--- src/rtl/rv_ctrl_pkg.sv ---
// Shared encodings for the RV32I multi-cycle controller: FSM states, opcodes,
// ALU control codes and datapath mux selects.
package rv_ctrl_pkg;

   typedef enum logic [3:0] {
      FETCH, DECODE, MEMADR, MEMREAD, MEMWB, MEMWRITE,
      EXECR, EXECI, ALUWB, JAL, BEQ, TRAP
   } state_t;

   typedef enum logic [1:0] {
      ALUOP_ADD   = 2'b00,
      ALUOP_SUB   = 2'b01,
      ALUOP_FUNCT = 2'b10
   } alu_op_t;

   localparam logic [6:0] OP_LW  = 7'b0000011;
   localparam logic [6:0] OP_SW  = 7'b0100011;
   localparam logic [6:0] OP_R   = 7'b0110011;
   localparam logic [6:0] OP_I   = 7'b0010011;
   localparam logic [6:0] OP_JAL = 7'b1101111;
   localparam logic [6:0] OP_BEQ = 7'b1100011;

   localparam logic [2:0] ALU_ADD = 3'b000;
   localparam logic [2:0] ALU_SUB = 3'b001;
   localparam logic [2:0] ALU_AND = 3'b010;
   localparam logic [2:0] ALU_OR  = 3'b011;
   localparam logic [2:0] ALU_SLT = 3'b101;

   localparam logic [1:0] IMM_I = 2'b00;
   localparam logic [1:0] IMM_S = 2'b01;
   localparam logic [1:0] IMM_B = 2'b10;
   localparam logic [1:0] IMM_J = 2'b11;

   localparam logic [1:0] RES_ALUOUT = 2'b00;
   localparam logic [1:0] RES_RDATA  = 2'b01;
   localparam logic [1:0] RES_ALU    = 2'b10;

   localparam logic [1:0] SRCA_PC    = 2'b00;
   localparam logic [1:0] SRCA_OLDPC = 2'b01;
   localparam logic [1:0] SRCA_RD1   = 2'b10;

   localparam logic [1:0] SRCB_RD2   = 2'b00;
   localparam logic [1:0] SRCB_IMM   = 2'b01;
   localparam logic [1:0] SRCB_FOUR  = 2'b10;

   function automatic logic [1:0] imm_src_of(input logic [6:0] op);
      case (op)
         OP_SW:   return IMM_S;
         OP_BEQ:  return IMM_B;
         OP_JAL:  return IMM_J;
         default: return IMM_I;
      endcase
   endfunction

endpackage

--- src/rtl/multicycle_ctrl_if.sv ---
// Controller <-> datapath bundle. illegal_instr exists only when
// ILLEGAL_TRAP_EN is defined.
interface multicycle_ctrl_if;
   logic [6:0] op;
   logic [2:0] funct3;
   logic       funct7b5;
   logic       zero;
   logic       mem_ready;
   logic       pc_write;
   logic       adr_src;
   logic       mem_w;
   logic       ir_write;
   logic [1:0] result_src;
   logic [1:0] alu_src_a;
   logic [1:0] alu_src_b;
   logic [2:0] alu_control;
   logic [1:0] imm_src;
   logic       reg_w;
   logic       instr_done;
`ifdef ILLEGAL_TRAP_EN
   logic       illegal_instr;
`endif

   modport master (
      input  op, funct3, funct7b5, zero, mem_ready,
      output pc_write, adr_src, mem_w, ir_write, result_src, alu_src_a,
             alu_src_b, alu_control, imm_src, reg_w, instr_done
`ifdef ILLEGAL_TRAP_EN
      , output illegal_instr
`endif
   );

   modport slave (
      output op, funct3, funct7b5, zero, mem_ready,
      input  pc_write, adr_src, mem_w, ir_write, result_src, alu_src_a,
             alu_src_b, alu_control, imm_src, reg_w, instr_done
`ifdef ILLEGAL_TRAP_EN
      , input illegal_instr
`endif
   );
endinterface

--- src/rtl/multicycle_ctrl_alu_decoder.sv ---
// ALU control decode from the FSM's alu_op and the instruction funct fields.
module alu_decoder
   import rv_ctrl_pkg::*;
(
   input  alu_op_t    alu_op,
   input  logic [2:0] funct3,
   input  logic       funct7b5,
   input  logic       op5,
   output logic [2:0] alu_control
);
   always_comb begin
      alu_control = ALU_ADD;
      case (alu_op)
         ALUOP_SUB: alu_control = ALU_SUB;
         ALUOP_FUNCT: begin
            case (funct3)
               // funct7b5 selects sub only for R-type; addi reuses that bit as imm
               3'b000:  alu_control = (op5 & funct7b5) ? ALU_SUB : ALU_ADD;
               3'b010:  alu_control = ALU_SLT;
               3'b110:  alu_control = ALU_OR;
               3'b111:  alu_control = ALU_AND;
               default: alu_control = ALU_ADD;
            endcase
         end
         default: alu_control = ALU_ADD;
      endcase
   end
endmodule

--- src/rtl/multicycle_ctrl.sv ---
// RV32I multi-cycle main controller FSM with memory-ready stalls.
// Define ILLEGAL_TRAP_EN to trap unknown opcodes instead of treating them as NOPs.
module multicycle_ctrl
   import rv_ctrl_pkg::*;
(
   input  logic           clk,
   input  logic           srst,
   multicycle_ctrl_if.master bus
);
   state_t  state, next_state;
   alu_op_t alu_op;
   logic    pc_update, branch, ir_write_raw, mem_w_raw, reg_w_raw, done_raw;
   logic    adr_src_q;
   logic [1:0] result_src_q, src_a_q, src_b_q;

   always_ff @(posedge clk or posedge srst) begin
      if (srst) state <= FETCH;
      else      state <= next_state;
   end

   always_comb begin
      next_state   = state;
      alu_op       = ALUOP_ADD;
      pc_update    = 1'b0;
      branch       = 1'b0;
      ir_write_raw = 1'b0;
      mem_w_raw    = 1'b0;
      reg_w_raw    = 1'b0;
      done_raw     = 1'b0;
      adr_src_q    = 1'b0;
      result_src_q = RES_ALUOUT;
      src_a_q      = SRCA_PC;
      src_b_q      = SRCB_RD2;
      case (state)
         FETCH: begin
            ir_write_raw = bus.mem_ready;
            pc_update    = bus.mem_ready;
            src_b_q      = SRCB_FOUR;
            result_src_q = RES_ALU;
            if (bus.mem_ready) next_state = DECODE;
         end
         DECODE: begin
            src_a_q = SRCA_OLDPC;
            src_b_q = SRCB_IMM;
            case (bus.op)
               OP_LW, OP_SW: next_state = MEMADR;
               OP_R:         next_state = EXECR;
               OP_I:         next_state = EXECI;
               OP_JAL:       next_state = JAL;
               OP_BEQ:       next_state = BEQ;
`ifdef ILLEGAL_TRAP_EN
               default:      next_state = TRAP;
`else
               default: begin
                  done_raw   = 1'b1;
                  next_state = FETCH;
               end
`endif
            endcase
         end
         MEMADR: begin
            src_a_q    = SRCA_RD1;
            src_b_q    = SRCB_IMM;
            next_state = (bus.op == OP_SW) ? MEMWRITE : MEMREAD;
         end
         MEMREAD: begin
            adr_src_q = 1'b1;
            if (bus.mem_ready) next_state = MEMWB;
         end
         MEMWB: begin
            result_src_q = RES_RDATA;
            reg_w_raw    = 1'b1;
            done_raw     = 1'b1;
            next_state   = FETCH;
         end
         MEMWRITE: begin
            adr_src_q = 1'b1;
            mem_w_raw = 1'b1;
            if (bus.mem_ready) begin
               done_raw   = 1'b1;
               next_state = FETCH;
            end
         end
         EXECR: begin
            src_a_q    = SRCA_RD1;
            alu_op     = ALUOP_FUNCT;
            next_state = ALUWB;
         end
         EXECI: begin
            src_a_q    = SRCA_RD1;
            src_b_q    = SRCB_IMM;
            alu_op     = ALUOP_FUNCT;
            next_state = ALUWB;
         end
         ALUWB: begin
            reg_w_raw  = 1'b1;
            done_raw   = 1'b1;
            next_state = FETCH;
         end
         JAL: begin
            src_a_q    = SRCA_OLDPC;
            src_b_q    = SRCB_FOUR;
            pc_update  = 1'b1;
            next_state = ALUWB;
         end
         BEQ: begin
            src_a_q    = SRCA_RD1;
            alu_op     = ALUOP_SUB;
            branch     = 1'b1;
            done_raw   = 1'b1;
            next_state = FETCH;
         end
         TRAP:    next_state = TRAP;
         default: next_state = FETCH;
      endcase
   end

   // Reset masks every enable so an aborted instruction cannot commit.
   assign bus.pc_write   = ~srst & (pc_update | (branch & bus.zero));
   assign bus.ir_write   = ~srst & ir_write_raw;
   assign bus.mem_w      = ~srst & mem_w_raw;
   assign bus.reg_w      = ~srst & reg_w_raw;
   assign bus.instr_done = ~srst & done_raw;
   assign bus.adr_src    = adr_src_q;
   assign bus.result_src = result_src_q;
   assign bus.alu_src_a  = src_a_q;
   assign bus.alu_src_b  = src_b_q;
   assign bus.imm_src    = imm_src_of(bus.op);
`ifdef ILLEGAL_TRAP_EN
   assign bus.illegal_instr = (state == TRAP);
`endif

   alu_decoder u_alu_decoder (
      .alu_op      (alu_op),
      .funct3      (bus.funct3),
      .funct7b5    (bus.funct7b5),
      .op5         (bus.op[5]),
      .alu_control (bus.alu_control)
   );
endmodule

--- src/flat_wrapper.sv ---
// flat-port wrapper written by rule: the top's interface ports become plain ports
module multicycle_ctrl_flat import rv_ctrl_pkg::*;
  (clk, srst, bus_op, bus_funct3, bus_funct7b5, bus_zero, bus_mem_ready, bus_pc_write, bus_adr_src, bus_mem_w, bus_ir_write, bus_result_src, bus_alu_src_a, bus_alu_src_b, bus_alu_control, bus_imm_src, bus_reg_w, bus_instr_done);
  multicycle_ctrl_if bus_i ();
  input  logic clk;
  input  logic srst;
  input wire logic [$bits(bus_i.op)-1:0] bus_op;
  input wire logic [$bits(bus_i.funct3)-1:0] bus_funct3;
  input wire logic [$bits(bus_i.funct7b5)-1:0] bus_funct7b5;
  input wire logic [$bits(bus_i.zero)-1:0] bus_zero;
  input wire logic [$bits(bus_i.mem_ready)-1:0] bus_mem_ready;
  output wire logic [$bits(bus_i.pc_write)-1:0] bus_pc_write;
  output wire logic [$bits(bus_i.adr_src)-1:0] bus_adr_src;
  output wire logic [$bits(bus_i.mem_w)-1:0] bus_mem_w;
  output wire logic [$bits(bus_i.ir_write)-1:0] bus_ir_write;
  output wire logic [$bits(bus_i.result_src)-1:0] bus_result_src;
  output wire logic [$bits(bus_i.alu_src_a)-1:0] bus_alu_src_a;
  output wire logic [$bits(bus_i.alu_src_b)-1:0] bus_alu_src_b;
  output wire logic [$bits(bus_i.alu_control)-1:0] bus_alu_control;
  output wire logic [$bits(bus_i.imm_src)-1:0] bus_imm_src;
  output wire logic [$bits(bus_i.reg_w)-1:0] bus_reg_w;
  output wire logic [$bits(bus_i.instr_done)-1:0] bus_instr_done;
  assign bus_i.op = bus_op;
  assign bus_i.funct3 = bus_funct3;
  assign bus_i.funct7b5 = bus_funct7b5;
  assign bus_i.zero = bus_zero;
  assign bus_i.mem_ready = bus_mem_ready;
  assign bus_pc_write = bus_i.pc_write;
  assign bus_adr_src = bus_i.adr_src;
  assign bus_mem_w = bus_i.mem_w;
  assign bus_ir_write = bus_i.ir_write;
  assign bus_result_src = bus_i.result_src;
  assign bus_alu_src_a = bus_i.alu_src_a;
  assign bus_alu_src_b = bus_i.alu_src_b;
  assign bus_alu_control = bus_i.alu_control;
  assign bus_imm_src = bus_i.imm_src;
  assign bus_reg_w = bus_i.reg_w;
  assign bus_instr_done = bus_i.instr_done;
  multicycle_ctrl u_core (.clk(clk), .srst(srst), .bus(bus_i));
endmodule
--- config.mk ---
export PLATFORM = sky130hd
export DESIGN_NAME = multicycle_ctrl_flat
export DESIGN_NICKNAME = d
export VERILOG_FILES = /design/src/rtl/rv_ctrl_pkg.sv /design/src/rtl/multicycle_ctrl_if.sv /design/src/rtl/multicycle_ctrl_alu_decoder.sv /design/src/rtl/multicycle_ctrl.sv /design/src/flat_wrapper.sv
export SDC_FILE = /design/constraint.sdc
export NUM_CORES = 1
export LEC_CHECK = 0
export ABC_AREA = 1
export CAP_MARGIN = 20
export CORE_MARGIN = 2
export CORE_UTILIZATION = 30
export DETAILED_ROUTE_END_ITERATION = 6
export GPL_ROUTABILITY_DRIVEN = 1
export SETUP_SLACK_MARGIN = 0.3
export SLEW_MARGIN = 20
export SYNTH_ARGS = -nofsm -noshare
export SYNTH_HDL_FRONTEND = slang
export SYNTH_SLANG_ARGS = --single-unit
--- constraint.sdc ---
create_clock -name clk -period 2.1 [get_ports clk]
set_input_delay 0.42 -clock clk [delete_from_list [all_inputs] [get_ports clk]]
set_output_delay 0.42 -clock clk [all_outputs]
set_load 0.03 [all_outputs]
==> run metrics <==
status=finished, violations left; failing checks=negative setup slack; max-slew violation count=0; Fmax achieved=between 0.4 and 0.5 GHz; Mapped Cells=110; Post-DRT Antenna Nets=0; Multi-input gate area=approximately 590 µm²; area leader, netlist=nand2_1; total overflow reported by the global router=0; slew at the pin with the worst max-slew slack=~350 ps; Crit path largest cell delay=about 430 ps; average via count per standard cell=4.805; max reg flops=4; Die Width=~49 µm; clock sinks=4; post-DP HPWL=approximately 1600 µm; Total GRT Usage=between 20% and 30%; global-route wire length before repair=~3800 µm; CP Launch Type=register; Top reg by flops=u_core.state; Largest regs=u_core.state x4; final setup fails=4; TritonRoute pass-1 iters=4; fin cells=around 210; area occupied by registers=just over 100 µm²; num ports=32; r2r endpoint=u_core.state[2]; gpl congestion=0.8325; Worst setup EP type=output port; antenna violations before repair=0; final setup TNS=-396.1 ps; syn_nets=127; Antenna diodes=0; root buffer cell=clkbuf_4; Pwr Total=1.170 mW; synthesized area per cell=5.403 µm²; IO buf count=31; Synth top area share=a little over a fifth; routed length per instance=between 10 and 15 µm; asr flop ratio synth=100.0%; total wire length=roughly 2600 µm; Finished Core Util=73.31%; Max clock buf depth=2; Cells after DPL=~180; vias after detailed routing=slightly below 1000; area of the mapped netlist=a little under 600 µm²; CP Capture Point=bus_alu_control[2]; top post-synthesis cells by count=nand2_1 (33), nor2_1 (17), inv_1 (16); post-route setup slack=-133.5 ps; die height=48.51 µm; Max Clock Skew=between 4 and 5 ps; Core Rows=16; CTS Buf Count=3; Final Cell Area=1409 µm²; DP Area=between 1000 and 1500 µm²; crit path kind=reg2out; Worst Path Buf+Inv=3; #FFs+latches synth=4; CP top delay family=simple AND/OR/NAND/NOR gates; RSZ-0062 raised after global routing=yes; Nets=around 200; CP cell instances=inv_2, nand2_2, nor2_4, inv_2, ha_4, nor2_4, nand2_4, nor3_4, buf_6; layout cells sized above 1=between 50 and 60%; type of the worst min-delay path=in2async; pwr dens=between 800 and 900 nW/µm²; Crit Path Max Fanout=5; max-cap viol count=0; sequential cell area fraction in the yosys report=16.84%; Period minus WS final=about 2200 ps; Starting Density=a little under a third; Clock Latency Late Sink=around 240 ps; Hold Violations, Final=0; # H-tree levels=1; largest net degree at the start of global routing=7; leading register cell type out of synthesis=dfrtp_1; die area=around 2400 µm²; DRC viols=0; Syn-to-layout area delta=137.1%; R2R cell count=12; Max VDD drop=roughly 0.87 mV; Synth cell types=19; CTS Hold Bufs=0; worst path arrival time=1810 ps; vias in the first global route=approximately 900; Core Box Area=approximately 1900 µm²; DRT iter0 DRCs=17; R2R Path Start=u_core.state[3]; Clk pin slew, worst setup/hold paths=about 40 ps; Slew Limit Headroom=about 77%; Worst EP required=between 1500 and 2000 ps; critical path depth=9; dominant cells by area after synthesis=nand2_1 (21%), dfrtp_1 (17%), nor2_1 (11%), inv_1 (10%), nor2_4 (5.7%); R2R setup slack=around 400 ps; Ys Warns=0; Leakage=~0.75 nW; CP startpoint=u_core.state[0]; CTS tree=yes; most common cell in the netlist=nand2_1; FILL cells=between 100 and 150; EDFF count, synth=0; critical path's slowest cell=dfrtp_1; post-route clock period utilization=106.4%
worst min-delay path by stage:
stage,slack [ps],from,depth (start not counted),to
after global routing,280,srst,2,u_core.state[1]
after detailed placement,680,u_core.state[0],2,u_core.state[3]
final,240,srst,2,u_core.state[1]
after global placement,670,u_core.state[0],2,u_core.state[3]
after floorplan,190,srst,1,u_core.state[0]
after CTS,610,srst,2,u_core.state[3]
power breakdown:
part           switching, mW  internal (mW)  total (mW)  leakage (nW)
Combinational          0.540          0.403       0.943         0.681
Clock                 0.0301         0.0638      0.0938        0.0138
Sequential            0.0335         0.0993       0.133        0.0503
metrics by stage:
step                      hold WS [ps]  worst slack [ps]
after floorplan                  186.1             91.00
after global placement           674.8             1.250
after detailed placement         681.2            -1.615
after CTS                        611.2            -135.5
after global routing             275.3            -219.6
final                            244.3            -133.5
layer usage:
metal / up-vias / part of all wire (%) / wire length, µm / track usage [%]
met5: - / 0 / 0 / 0
met4: 0 / 2.2 / 57 / 5.714
met3: 9 / 4.4 / 115 / 4.012
met2: 33 / 55 / 1425 / 35.42
met1: 467 / 39 / 1015 / 25.10
li1: 476 / - / - / -
what timing repair did:
action,CTS,global route
setup buffers,13,11
gates cloned,0,0
gates resized for setup,62,37
endpoints found under the setup margin,16,17
pin swaps,11,15
layout make-up:
cell class / instances / share of cell area (%)
inverter: 23 / 6.306
clock buffer: 3 / 1.599
multi-input combinational: 83 / 42.01
sequential: 4 / 7.282
tap: 27 / 2.398
timing repair buffer: 65 / 40.41
kinds of logic after synthesis:
logic type      share of synthesized area [%]
compound gates                          12.21
fa+ha+maj                               4.210
flops                                   16.84
buf+inv                                 14.53
simple gates                            52.21
layout by cell type, fill, tap and decap left out:
cell             instances
a21oi_1                  3
a21oi_2                  1
a31oi_4                  1
buf_2                    2
buf_4                   31
buf_6                   17
clkbuf_2                 2
clkbuf_4                 3
clkdlybuf4s50_1          6
dfrtp_1                  2
dfrtp_2                  2
dlygate4sd2_1            6
dlymetal6s2s_1           1
ha_1                     1
ha_4                     1
inv_1                   14
inv_2                    8
inv_4                    1
nand2_1                 22
nand2_2                  8
nand2_4                  5
nand3_1                  5
nand3_4                  1
nand4_1                  1
nor2_1                  11
nor2_2                   3
nor2_4                  10
nor3_1                   1
nor3_2                   1
nor3_4                   1
o211ai_1                 2
o21ai_1                  2
o21ai_2                  1
o221ai_4                 1
o31ai_1                  1
Power figures use the tool's default switching activity.
